File: config.mk
export PLATFORM = sky130hd
export DESIGN_NAME = key_loader
export DESIGN_NICKNAME = d
export VERILOG_FILES = /design/src/rtl/key_loader.sv
export SDC_FILE = /design/constraint.sdc
export NUM_CORES = 1
export LEC_CHECK = 0
export BUFFER_PORTS_ARGS = -buffer_cell sky130_fd_sc_hd__buf_2
export CAP_MARGIN = 10
export CORE_ASPECT_RATIO = 1.75
export CORE_MARGIN = 2
export CORE_UTILIZATION = 37
export DETAILED_ROUTE_END_ITERATION = 16
export SLEW_MARGIN = 20
export SYNTH_ARGS = -nofsm -noshare
export SYNTH_HDL_FRONTEND = slang
export SYNTH_SLANG_ARGS = --single-unit
File: constraint.sdc
create_clock -name clk -period 2.9 [get_ports clk]
set_input_delay 0.29 -clock clk [delete_from_list [all_inputs] [get_ports clk]]
set_output_delay 0.29 -clock clk [all_outputs]
set_load 0.02 [all_outputs]
File: src/rtl/key_loader.sv
// key_loader: serial key provisioning for a logic-locked netlist.
// A frame is KEY_WIDTH data bits (MSB first) followed by one even-parity bit.
// The committed key is driven only after a good frame; otherwise the decoy
// key is driven. MAX_FAILS consecutive bad frames lock the block until reset.
module key_loader #(
  parameter int                   KEY_WIDTH = 4,
  parameter logic [KEY_WIDTH-1:0] DECOY_KEY = {KEY_WIDTH{1'b0}},
  parameter int                   MAX_FAILS = 3
) (
  input  logic                 clk,
  input  logic                 rst_n,
  input  logic                 load_start,
  input  logic                 sdata,
  input  logic                 svalid,
  output logic [KEY_WIDTH-1:0] key_out,
  output logic                 key_valid,
  output logic                 busy,
  output logic                 load_error,
  output logic                 locked_out
);

  localparam int         CNT_W       = $clog2(KEY_WIDTH + 2);
  localparam logic [CNT_W-1:0] LAST_BIT = CNT_W'(KEY_WIDTH);
  localparam logic [3:0] MAX_FAILS_C = 4'(MAX_FAILS);

  typedef enum logic [1:0] {
    ST_IDLE    = 2'd0,
    ST_SHIFT   = 2'd1,
    ST_CHECK   = 2'd2,
    ST_LOCKOUT = 2'd3
  } state_t;

  state_t               state_r;
  logic [KEY_WIDTH-1:0] key_reg_r;
  logic [KEY_WIDTH:0]   shift_r;
  logic [CNT_W-1:0]     bit_cnt_r;
  logic [3:0]           fail_cnt_r;

  // Even parity over the whole frame: a correct frame XORs to zero.
  function automatic logic frame_parity(input logic [KEY_WIDTH:0] frame);
    return ^frame;
  endfunction

  // Load/check/lockout FSM; every output is registered here so nothing on
  // the key port depends combinationally on the serial inputs.
  always_ff @(posedge clk or negedge rst_n) begin
    if (!rst_n) begin
      state_r    <= ST_IDLE;
      key_reg_r  <= DECOY_KEY;
      key_out    <= DECOY_KEY;
      key_valid  <= 1'b0;
      busy       <= 1'b0;
      load_error <= 1'b0;
      locked_out <= 1'b0;
      fail_cnt_r <= 4'd0;
      bit_cnt_r  <= {CNT_W{1'b0}};
      shift_r    <= {(KEY_WIDTH+1){1'b0}};
    end else begin
      // load_error is a single-cycle pulse, raised only by a failing CHECK
      load_error <= 1'b0;
      case (state_r)
        ST_IDLE: begin
          if (load_start) begin
            // svalid in this cycle is deliberately not sampled
            state_r   <= ST_SHIFT;
            bit_cnt_r <= {CNT_W{1'b0}};
            shift_r   <= {(KEY_WIDTH+1){1'b0}};
            key_valid <= 1'b0;
            key_out   <= DECOY_KEY;
            busy      <= 1'b1;
          end else begin
            state_r <= ST_IDLE;
            busy    <= 1'b0;
          end
        end
        ST_SHIFT: begin
          busy <= 1'b1;
          if (load_start) begin
            // restart without counting a failure
            state_r   <= ST_SHIFT;
            bit_cnt_r <= {CNT_W{1'b0}};
            shift_r   <= {(KEY_WIDTH+1){1'b0}};
          end else if (svalid) begin
            shift_r   <= {shift_r[KEY_WIDTH-1:0], sdata};
            bit_cnt_r <= bit_cnt_r + {{(CNT_W-1){1'b0}}, 1'b1};
            if (bit_cnt_r == LAST_BIT) begin
              state_r <= ST_CHECK;
            end else begin
              state_r <= ST_SHIFT;
            end
          end else begin
            // stall: no timeout while the source is idle
            state_r <= ST_SHIFT;
          end
        end
        ST_CHECK: begin
          busy <= 1'b0;
          if (frame_parity(shift_r) == 1'b0) begin
            key_reg_r  <= shift_r[KEY_WIDTH:1];
            key_out    <= shift_r[KEY_WIDTH:1];
            key_valid  <= 1'b1;
            fail_cnt_r <= 4'd0;
            state_r    <= ST_IDLE;
          end else begin
            load_error <= 1'b1;
            fail_cnt_r <= fail_cnt_r + 4'd1;
            key_valid  <= 1'b0;
            key_out    <= DECOY_KEY;
            if ((fail_cnt_r + 4'd1) == MAX_FAILS_C) begin
              state_r    <= ST_LOCKOUT;
              locked_out <= 1'b1;
            end else begin
              state_r <= ST_IDLE;
            end
          end
        end
        ST_LOCKOUT: begin
          // terminal until rst_n; all requests are ignored
          state_r    <= ST_LOCKOUT;
          locked_out <= 1'b1;
          key_valid  <= 1'b0;
          key_out    <= DECOY_KEY;
          busy       <= 1'b0;
        end
        default: begin
          state_r    <= ST_IDLE;
          key_valid  <= 1'b0;
          key_out    <= DECOY_KEY;
          busy       <= 1'b0;
          locked_out <= 1'b0;
        end
      endcase
    end
  end

endmodule

# Word level (Yosys, flattened, before mapping)
# Cells that the tools add are included.
totals:
  in_bits: 5
  output_inout_bits: 8
  ram_bits: 0
  mem_bits_ro: 0
  latch_bits: 0
  n_memories: 0
  elab_cells: 58
  ff_bits: 22
classes:
  addsub: 2
  mul: 0
  muxes: 29
  shift: 0
  reduce_logical: 9
  bitwise: 0
  n_lt_le_gt_ge: 0
  n_eq_ne: 9
  div_mod_pow: 0
ops:
  columns: ["cell", "count"]
  rows:
  - ["$mux 5", 3]
  - ["$mux 4", 3]
  - ["$pmux 4 s3", 1]
  - ["$mux 2", 5]
  - ["$pmux 5 s2", 1]
  - ["$mux 3", 3]
  - ["$mux 1", 8]
  - ["$pmux 2 s4", 1]
  - ["$ne 2x2->1 const B", 3]
  - ["$pmux 1 s3", 2]
  - ["$pmux 3 s2", 1]
  - ["$reduce_and 3->1", 2]
  - ["$reduce_xor 5->1", 1]
  - ["$add 4x1->4 const B", 1]
  - ["$eq 2x2->1 const B", 2]
  - ["$eq 4x2->1 const B", 1]
  - ["$reduce_bool 2->1", 2]
  - ["$add 3x1->3 const B", 1]
  - ["$eq 3x3->1 const B", 1]
  - ["$ne 3x3->1 const B", 1]
  - ["$reduce_bool 3->1", 1]
  - ["$eq 2x1->1 const B", 1]
  - ["$logic_not 2->1", 1]
  - ["$pmux 1 s2", 1]
  - ["2 further kinds", 2]

# Depth between registers and ports, before layout
depth:
  word_depth: 5
  depth_mapped: 6
  depth_no_buf: 6

# Worst setup path before layout
# Ideal clock, no wire load.
synth_timing:
  path_kind: "register -> register"
  from: "register shift_r[1]"
  to: "register state_r[1]"
  t_required_ns: 2.762
  path_buffers: 0
  arrival_time_ns: 1.463
  synth_period_minus_slack_ns: 1.601
  path_slack_ns: 1.299
  stages_incl_launch_ff: 7
  setup_time_ns: 0.138
  path_cell_list: "dfrtp_1 xor2_1 xnor2_1 ha_1 and3_1 a22oi_1 o211ai_1"
synth_between:
  elab_chain_len: 3
synth_rtl:
  columns: ["item", "line", "rtl"]
  rows:
  - ["start: declaration", "35", "logic [KEY_WIDTH:0] shift_r;"]
  - ["start signal: assignment", "57", "shift_r <= {(KEY_WIDTH+1){1'b0}};"]
  - ["start signal: assignment", "67", "shift_r <= {(KEY_WIDTH+1){1'b0}};"]
  - ["start signal: assignment", "82", "shift_r <= {(KEY_WIDTH+1){1'b0}};"]
  - ["$reduce_xor 5->1", "41", "return ^frame;"]
  - ["$mux 2", "98", "if (frame_parity(shift_r) == 1'b0) begin"]
  - ["$pmux 2 s4", "61", "case (state_r)"]
  - ["end signal: assignment", "48", "state_r <= ST_IDLE;"]
  - ["end signal: assignment", "65", "state_r <= ST_SHIFT;"]
  - ["end signal: assignment", "103", "state_r <= ST_IDLE;"]
  - ["end: declaration", "33", "state_t state_r;"]
# No other way between the ends.
# A chain may end at the register's enable or synchronous reset.

# Worst setup path after layout
# Same ends and word-level chain as after synthesis.

==> impl_metrics.toml <==
[global_route]
grt_pass1_vias = 796
grt_antenna_before_repair = 0
grt_max_degree = 23
grt_pass1_wl_um = 3567
gr-total-overflow = 0
grt_use_total_pct = 13.50

[logic_synthesis]
syn_area_um2 = 1112
yosysMostFrequentCell = "dfrtp_1"
synth-main-ff-cell = "dfrtp_1"
synth.area.mux_share_pct = 3.825
synth-edff-count = 0
synth.distinct_cells = 35
seq_area_frac_synth_pct = 49.49
synth.cells.most_frequent = "dfrtp_1 (22), a22o_1 (9), nand2_1 (8)"
synth_area_leaders = "dfrtp_1 (49%), a22o_1 (7.1%), ha_1 (5.6%)"
synthSimpleGateAreaFrac_pct = 17.10
yosys.area.top_type = "dfrtp_1"
syn_inst = 102
synth_nets = 112
synth_compound_area_share_pct = 17.66
synth_top_family_by_area = "compound AO/OA/AOI/OAI gates"
yosysWarnings = 0
avgSynthCellArea_um2 = 10.91
ys_async_sr_fraction_pct = 100.0
ys_seq_elements = 22
synth_top_area_share_pct = 49.49
yosys.area_share.adder_pct = 5.624
synthXorXnorAreaFrac_pct = 2.362

[finish]
n_fill_cell = 276
area_growth_pct = 12.37
diodes = 0
drive_gt1_share_pct = 20.18
layout.nets = 125

[floorplanning]
io_pins = 13
dieArea_um2 = 3478
rows = 26
coreArea_um2 = 2895
die_y_um = 76.53
die_w_um = 45.45
initial_core_util_pct = 38.42

[critical_path]
crit_chain = "xor2_1 > xnor2_1 > ha_1 > and3_1 > a22oi_1 > o211ai_1"
path_class = "register to register"
cp.buffers_inverters = 0
end_kind = "register"
cp-start-kind = "register"
required_ns = 3.03
cp_data_arrival_time_ns = 1.89
crit_family = "flip-flops"
cp_max_fo = 8
crit_path_top_delay_cell = "dfrtp_1"
slowest_delay_ns = 0.42

[clock_tree]
clockBufferDepth = 2
post_cts_resized = 0
cts-htree-levels = 1
cts_sinks = 22
clk_pin_slew_ns = 0.08
cts_buffers = 3
holdBufCountCts = 0
insertion_delay_ns = 0.26
tritoncts = "done"
post-cts-setup-buffers = 0
clockRootBuffer = "clkbuf_8"

[timing]
max_freq_mhz = 568.1
layout_min_cycle_time_ns = 1.760
finalMaxSlewViolations = 0
timing.final.crit_share_pct = 60.69
setup_viol = 0
worst_pin_slew_ns = 0.5551
tns_ns = 0
hold_ws_ns = -0.01325
hold_viol_final = 22
rsz0062_at_grt = "false"
worst_slack_ns = 1.140
skew_ns = 0.003381
relSlewSlack_pct = 62.99

[detailed_routing]
via_per_inst = 5.570
dr.pass1.iters = 2
drc_errors = 0
drt_iter0_drc = 19
wl_per_cell_um = 14.37
wl_um = 2040
postRouteAntennaNets = 0
route.vias.total = 791

[status]
violations = "negative hold slack"
outcome = "complete, but fails checks"

[pwr]
ir_drop_mv = 0.4031
p_switching_uw = 254.6
switching_share_pct = 29.67
comb_power_share_pct = 20.0
power_leakage_nw = 0.6105
p_int_uw = 603.4
pwr-share-seq_pct = 46.8
powerDensity_nw_per_um2 = 686.4
total_power_uw = 858.0
clkPwrFrac_pct = 33.2

[placed_design]
place_congestion = 0.7091
hpwl_um = 1470
post-place-ws_ns = 1.154
portBuffers = 12

[worst_hold_path]
min-delay-path-class = "input port to async pin"

[flow_run]
maxCapViolations = 0
flip-flops by register name (all words and copies together) (netlist names):
name and flops:
state_r 2, shift_r 5, busy 1, bit_cnt_r 3
locked_out 1, key_out 4, key_valid 1, load_error 1
fail_cnt_r 4
routing by layer:
layer | GRT usage (%) | vias up | share of wire [%]
li1 | - | 389 | -
met1 | 17.48 | 391 | 46
met2 | 21.55 | 9 | 51
met3 | 2.133 | 2 | 1.6
met4 | 5.294 | 0 | 1.2
met5 | 0 | - | 0
metrics by stage:
step           area [µm²]  instances  util (%)
2_1_floorplan        1112        102         -
3_3_place_gp         1179        138     40.71
3_5_place_dp         1179        138     40.71
4_1_cts              1250        142     43.17
5_1_grt              1250        142     43.17
6_report             1250        142     43.17
cell families (layout without fill, tap and decap cells):
group | Yosys count | after routing
AO/OA/AOI/OAI | 27 | 27
buffers and inverters | 8 | 20
AND/OR/NAND/NOR | 33 | 33
multiplexers | 4 | 4
XOR/XNOR | 3 | 3
adder cells (fa/ha/maj) | 5 | 5
flip-flops | 22 | 22
worst paths after layout:
path                            slack, ns  depth (start not counted)       start         end
worst min register to register       0.49                          1   key_valid   key_valid
worst max-delay path                 1.14                          6  shift_r[1]  state_r[1]
min in group clk                     0.30                          3       sdata  shift_r[0]
worst max register to register       1.14                          6  shift_r[1]  state_r[1]
worst min-delay path                -0.01                          1       rst_n  key_out[1]
max in group asynchronous            2.58                          1       rst_n  load_error
power by group through the flow:
| stage | clock [mW] | sequential, mW | combinational, mW |
|---|---|---|---|
| 5_1_grt | 0.302 | 0.410 | 0.200 |
| 2_1_floorplan | 0 | 0.383 | 0.162 |
| 3_3_place_gp | 0 | 0.407 | 0.171 |
| 3_5_place_dp | 0 | 0.410 | 0.173 |
| 4_1_cts | 0.290 | 0.403 | 0.175 |
| 6_report | 0.284 | 0.402 | 0.172 |
area by class of cell:
class | instances | area [µm²] | area share [%]
sequential | 22 | 550.5 | 44.04
multi-input combinational | 72 | 518.0 | 41.44
timing repair buffer | 12 | 60.06 | 4.805
clock buffer | 3 | 41.29 | 3.303
tap | 28 | 35.03 | 2.803
clock inverter | 1 | 30.03 | 2.402
inverter | 4 | 15.01 | 1.201
cell usage in the layout, fill, tap and decap left out, drive strengths merged, types with 2 or more instances in the layout:
cell type | netlist | final
dfrtp | 22 | 22
buf | 4 | 12
a22o | 9 | 9
nand2 | 8 | 8
o21ai | 6 | 6
ha | 5 | 5
inv | 4 | 4
nand3 | 4 | 4
nand2b | 4 | 4
a22oi | 4 | 4
nor2 | 4 | 4
nand3b | 3 | 3
clkbuf | 0 | 3
a21oi | 3 | 3
xnor2 | 2 | 2
mux2i | 2 | 2
mux2 | 2 | 2
nor3 | 2 | 2
Note: power is estimated with default switching activity, not from simulation.
